--- src/rtl/draw_sprite_engine.sv ---
`default_nettype none
// ============================================================================
// Module   : draw_sprite_engine
// Brief    : Single-pass BLK_W x BLK_H sprite rasteriser with screen clipping
//            and erase mode; one VGA pixel write per clock. Defining
//            DRAW_SPRITE_MASK_EN adds a per-pixel transparency mask.
// Revision : 1.0
// ============================================================================
module draw_sprite_engine #(
    parameter int BLK_W    = 8,
    parameter int BLK_H    = 8,
    parameter int X_W      = 9,
    parameter int Y_W      = 8,
    parameter int COLOR_W  = 3,
    parameter int SCREEN_W = 320,
    parameter int SCREEN_H = 240
) (
    input  logic                   clock,
    input  logic                   resetn,
    input  logic                   start,
    input  logic                   erase,
    input  logic [X_W-1:0]         x0,
    input  logic [Y_W-1:0]         y0,
    input  logic [COLOR_W-1:0]     colour,
    input  logic [COLOR_W-1:0]     bg_colour,
`ifdef DRAW_SPRITE_MASK_EN
    input  logic [BLK_W*BLK_H-1:0] mask,
`endif
    output logic                   busy,
    output logic                   done,
    output logic [X_W-1:0]         vga_x,
    output logic [Y_W-1:0]         vga_y,
    output logic [COLOR_W-1:0]     vga_color,
    output logic                   plot
);

    localparam int DX_W = (BLK_W > 1) ? $clog2(BLK_W) : 1;
    localparam int DY_W = (BLK_H > 1) ? $clog2(BLK_H) : 1;
    localparam logic [DX_W-1:0] DX_LAST = DX_W'(BLK_W - 1);
    localparam logic [DY_W-1:0] DY_LAST = DY_W'(BLK_H - 1);

    typedef enum logic [1:0] {
        S_IDLE = 2'd0,
        S_DRAW = 2'd1,
        S_FIN  = 2'd2
    } state_t;

    state_t               state_q, state_d;
    logic [X_W-1:0]       x0_q, x0_d;
    logic [Y_W-1:0]       y0_q, y0_d;
    logic [COLOR_W-1:0]   col_q, col_d;
    logic [DX_W-1:0]      dx_q, dx_d;
    logic [DY_W-1:0]      dy_q, dy_d;
    logic                 busy_q, busy_d;
    logic                 done_q, done_d;
    logic                 plot_q, plot_d;
    logic [X_W-1:0]       vx_q, vx_d;
    logic [Y_W-1:0]       vy_q, vy_d;
    logic [COLOR_W-1:0]   vc_q, vc_d;
    logic [X_W:0]         sum_x;
    logic [Y_W:0]         sum_y;
    logic                 in_bounds;
    logic                 pix_en;

    // One extra bit keeps the clip test honest: wrapped addresses never plot.
    assign sum_x     = {1'b0, x0_q} + (X_W+1)'(dx_q);
    assign sum_y     = {1'b0, y0_q} + (Y_W+1)'(dy_q);
    assign in_bounds = (sum_x < (X_W+1)'(SCREEN_W)) && (sum_y < (Y_W+1)'(SCREEN_H));

`ifdef DRAW_SPRITE_MASK_EN
    // Mask shifts right once per pixel, so bit 0 always belongs to (dx, dy).
    logic [BLK_W*BLK_H-1:0] mask_q, mask_d;
    assign pix_en = mask_q[0];
`else
    assign pix_en = 1'b1;
`endif

    always_comb begin
        state_d = state_q;
        x0_d    = x0_q;
        y0_d    = y0_q;
        col_d   = col_q;
        dx_d    = dx_q;
        dy_d    = dy_q;
        busy_d  = busy_q;
        done_d  = 1'b0;
        plot_d  = 1'b0;
        vx_d    = vx_q;
        vy_d    = vy_q;
        vc_d    = vc_q;
`ifdef DRAW_SPRITE_MASK_EN
        mask_d  = mask_q;
`endif
        case (state_q)
            S_IDLE: begin
                if (start) begin
                    x0_d    = x0;
                    y0_d    = y0;
                    col_d   = erase ? bg_colour : colour;
                    dx_d    = '0;
                    dy_d    = '0;
                    busy_d  = 1'b1;
                    state_d = S_DRAW;
`ifdef DRAW_SPRITE_MASK_EN
                    mask_d  = mask;
`endif
                end
            end
            S_DRAW: begin
                if (in_bounds && pix_en) begin
                    plot_d = 1'b1;
                    vx_d   = sum_x[X_W-1:0];
                    vy_d   = sum_y[Y_W-1:0];
                    vc_d   = col_q;
                end
`ifdef DRAW_SPRITE_MASK_EN
                mask_d = mask_q >> 1;
`endif
                if (dx_q == DX_LAST) begin
                    dx_d = '0;
                    if (dy_q == DY_LAST) begin
                        state_d = S_FIN;
                    end else begin
                        dy_d = dy_q + DY_W'(1);
                    end
                end else begin
                    dx_d = dx_q + DX_W'(1);
                end
            end
            S_FIN: begin
                done_d  = 1'b1;
                busy_d  = 1'b0;
                state_d = S_IDLE;
            end
            default: begin
                state_d = S_IDLE;
            end
        endcase
    end

    always_ff @(posedge clock or negedge resetn) begin
        if (!resetn) begin
            state_q <= S_IDLE;
            x0_q    <= '0;
            y0_q    <= '0;
            col_q   <= '0;
            dx_q    <= '0;
            dy_q    <= '0;
            busy_q  <= 1'b0;
            done_q  <= 1'b0;
            plot_q  <= 1'b0;
            vx_q    <= '0;
            vy_q    <= '0;
            vc_q    <= '0;
`ifdef DRAW_SPRITE_MASK_EN
            mask_q  <= '0;
`endif
        end else begin
            state_q <= state_d;
            x0_q    <= x0_d;
            y0_q    <= y0_d;
            col_q   <= col_d;
            dx_q    <= dx_d;
            dy_q    <= dy_d;
            busy_q  <= busy_d;
            done_q  <= done_d;
            plot_q  <= plot_d;
            vx_q    <= vx_d;
            vy_q    <= vy_d;
            vc_q    <= vc_d;
`ifdef DRAW_SPRITE_MASK_EN
            mask_q  <= mask_d;
`endif
        end
    end

    assign busy      = busy_q;
    assign done      = done_q;
    assign plot      = plot_q;
    assign vga_x     = vx_q;
    assign vga_y     = vy_q;
    assign vga_color = vc_q;

endmodule
`default_nettype wire

--- config.mk ---
export PLATFORM = sky130hd
export DESIGN_NAME = draw_sprite_engine
export DESIGN_NICKNAME = d
export VERILOG_FILES = /design/src/rtl/draw_sprite_engine.sv
export SDC_FILE = /design/constraint.sdc
export NUM_CORES = 1
export LEC_CHECK = 0
export ABC_CLOCK_PERIOD_IN_PS = 2500
export BUFFER_PORTS_ARGS = -buffer_cell sky130_fd_sc_hd__buf_2
export CORE_MARGIN = 1.5
export CORE_UTILIZATION = 48
export DETAILED_ROUTE_END_ITERATION = 12
export GPL_TIMING_DRIVEN = 0
export MAX_ROUTING_LAYER = met4
export PLACE_DENSITY = 0.71
export SYNTH_ARGS = -nofsm -noshare
export SYNTH_HDL_FRONTEND = slang
export SYNTH_SLANG_ARGS = --single-unit
export TNS_END_PERCENT = 10
--- constraint.sdc ---
create_clock -name clock -period 2.5 [get_ports clock]
set_clock_uncertainty 0.15 [all_clocks]
set_input_delay 0.125 -clock clock [delete_from_list [all_inputs] [get_ports clock]]
set_output_delay 0.125 -clock clock [all_outputs]
set_load 0.03 [all_outputs]
==> results.md <==
* Sequential power share at about half
* Worst-path fanout max at 5
* Pre-antenna DRT Iters at 5
* Top cells by area, synth: dfrtp_1 49%, mux2_4 9.1%, mux2_2 6.8%, ha_1 4.8%, xnor2_1 2.3%
* Global-route wire length before repair at roughly 9 mm
* Data arrival, critical path at ~2.7 ns
* Unique masters post-synth at 43
* F_max at about 0.37 GHz
* Sw Ratio at 25.8%
* Max Cap Viol at 0
* Total wire length at between 5 and 6 mm
* Most frequent cell after synthesis: dfrtp_1
* Post-synthesis sequential area ratio at between 40% and 50%
* Failing checks: negative setup slack
* DR vias/cell at between 4 and 5
* Logic pwr share at between 10% and 20%
* Port bufs at between 40 and 50
* Max-slew violations at 0
* CTS tree: built
* Proportion of layout cells with a drive suffix above 1 at 43.0%
* Drt drc at 0
* Xor and xnor area share after synthesis at under 10%
* Part of the cycle the worst path needs at 107%
* Syn nets at ~250
* Clock sink count at 51
* CTS clk-pin slew, worst paths at 0.09 ns
* Core region area at ~5200 µm²
* Worst EP required at approximately 2.5 ns
* M1 GR Usage at approximately 24%
* RSZ-0062 raised after global routing: yes
* Synthesized area at 2630 µm²
* Synth Instances at 209
* Main synth FF type: dfrtp_1
* WS Path Type: flop to flop
* Final Setup Violations at 19
* Die H at 77.0 µm
* Met2 Usage GRT at between 30% and 40%
* Worst hold margin at 0.0521 ns
* Gr busiest metal: met2
* Post-synthesis compound-gate area fraction at between 7 and 8%
* Final Non-Filler Cells at between 300 and 400
* Status: finished with violations
* Synth-to-Final Area Change at 33.5%
* Clock share of power at between 30% and 40%
* Initial antenna violation count at 0
* Post-synthesis adder-cell area fraction at ~6.3%
* Mean Syn Cell Area at about 13 µm²
* GRT Residual Overflow at 0
* Largest family of logic cells by synthesized area: multiplexers
* Count of warnings emitted by yosys at 0
* Final net count at about 340
* Switching Power at roughly 0.00046 W
* H-tree levels at 2
* Final weighted congestion in routability-driven placement at roughly 0.77
* GRT met3 Usage at around 3.3%
* Post-synthesis simple-gate area fraction at ~12%
* Post-synthesis mux area share at a little under a fifth
* Num CTS Buffers at 5
* Synthesis-stage register bit count at 51
* Initial DRC count at between 60 and 70
* P_int at ~0.0013 W
* Cell Count Post-Placement at 328
* Largest net degree at the start of global routing at between 50 and 60
* Post-synthesis async set-or-reset flop share at 100%
* Peak VDD IR at 0.303 mV
* Routed Antenna Nets at 0
* HP Class: primary input to flop
* Wirelength per Cell at about 14 µm
* Post-synth top cells: 51 x dfrtp_1, 16 x mux2_2, 16 x mux2_4, 11 x inv_1, 10 x ha_1
* Setup WS post-layout at -0.170 ns
* Via count at 1,866
* P per Cell Area at roughly 510 nW/µm²
* Synth top area share at around half
* Synth area leader: dfrtp_1
* Critical Path End Type: flop
* Vias in the first global route at 1,886
* # rows at 26
* Min cycle time layout at 2.67 ns
* CTS root buf: clkbuf_8
* Die footprint at ~6000 µm²
* Clk_lat worst skew at 0.30 ns
* Static Leak at roughly 1.7 nW
* Starting Density at 50.6%
* Worst-margin pin slew at around 1.1 ns
* Post-synth EDFFs at 0
* Hold Violations, Final at 0
* Ports at 50
* Chip width at approximately 77 µm
* CTS max path bufs at 2
* CP Launch Type: flop
* All-Layer GR Usage at roughly a fifth
* Slew margin rel. at between 20% and 30%
* Post-layout util at approximately two thirds
* Diode count at 0
* Post-detail-place hpwl at around 3.3 mm
## final timing paths
| path | start | endpoint | slack (ns) | cells past startpoint |
|---|---|---|---|---|
| min in group asynchronous | resetn | y0_q[1] | 0.41 | 2 |
| hold / removal | start | dx_q[0] | 0.05 | 4 |
| hold reg to reg | col_q[1] | vga_color[1] | 0.36 | 1 |
| max in group asynchronous | resetn | y0_q[4] | 1.08 | 2 |
| setup / recovery | dx_q[0] | vga_x[4] | -0.17 | 10 |
| setup reg to reg | dx_q[0] | vga_x[4] | -0.17 | 10 |
## worst max-delay path, stage by stage (launching register included)
cell,delay (ns)
dfrtp_1,0.40
ha_2,0.20
inv_1,0.05
fa_2,0.36
nor2b_2,0.14
o21a_4,0.17
a31oi_2,0.12
nor4_4,0.33
buf_4,0.19
buf_6,0.14
mux2_4,0.30
## cell families after synthesis
logic type | Yosys count
muxes | 38
adders and majority gates | 12
xor gates and xnor gates | 13
AOI/OAI and AO/OA | 28
and+or+nand+nor | 47
buffers and inverters | 20
DFF | 51
## placed cells by master, fill, tap and decap left out, types with 7 or more instances in the layout
master and instances:
buf_2 53, buf_4 12, dfrtp_1 51, dlygate4sd3_1 24, ha_1 8, inv_1 10
mux2_2 16, mux2_4 16, nand2_1 9, nand3_1 9, xnor2_1 7
## state kept, by name, summed over array words and instances, names as in the netlist
register	count
dx_q	3
plot	1
vga_x	9
vga_y	8
col_q	3
vga_color	3
x0_q	9
busy	1
done	1
dy_q	3
state_q	2
y0_q	8
## area by class of cell
type,count,area [µm²]
buffer,9,53.8
multi-input combinational,138,1330
clock inverter,1,30.0
timing repair buffer,89,624
fill,409,1690
sequential,51,1280
clock buffer,6,72.6
inverter,11,41.3
tap,70,87.6
## repair_timing
action / 4_1_cts / 5_1_grt
setup buffers: 12 / 3
hold buffers: 24 / 0
setup endpoints to repair: 20 / 21
cloned: 1 / 0
resized for setup: 11 / 7
pin swaps: 1 / 3
endpoints found under the hold margin: 71 / 0
## through the flow
step / cell area (µm²) / setup TNS [ns] / power [W] / setup slack [ns]
floorplan: 2650 / -0.483 / 0.00111 / -0.0353
CTS: 3450 / -3.84 / 0.00181 / -0.233
global route: 3510 / -4.47 / 0.00187 / -0.264
global placement: 2980 / -4.80 / 0.00120 / -0.279
detailed placement: 2980 / -4.72 / 0.00120 / -0.277
finish: 3510 / -2.56 / 0.00179 / -0.170
## power by group through the flow
stage	clock (W)	sequential (W)	combinational (W)
floorplan	0	0.000982	0.000129
global placement	0	0.000920	0.000279
detailed placement	0	0.000921	0.000283
CTS	0.000573	0.000905	0.000330
global route	0.000599	0.000914	0.000360
finish	0.000558	0.000905	0.000332
## routing by layer
metal / wire (µm) / part of all wire (%)
met1: 2460 / 48
met2: 2430 / 47
met3: 163 / 3.2
met4: 73 / 1.4
met5: 0 / 0
(Power assumes the default switching activity.)
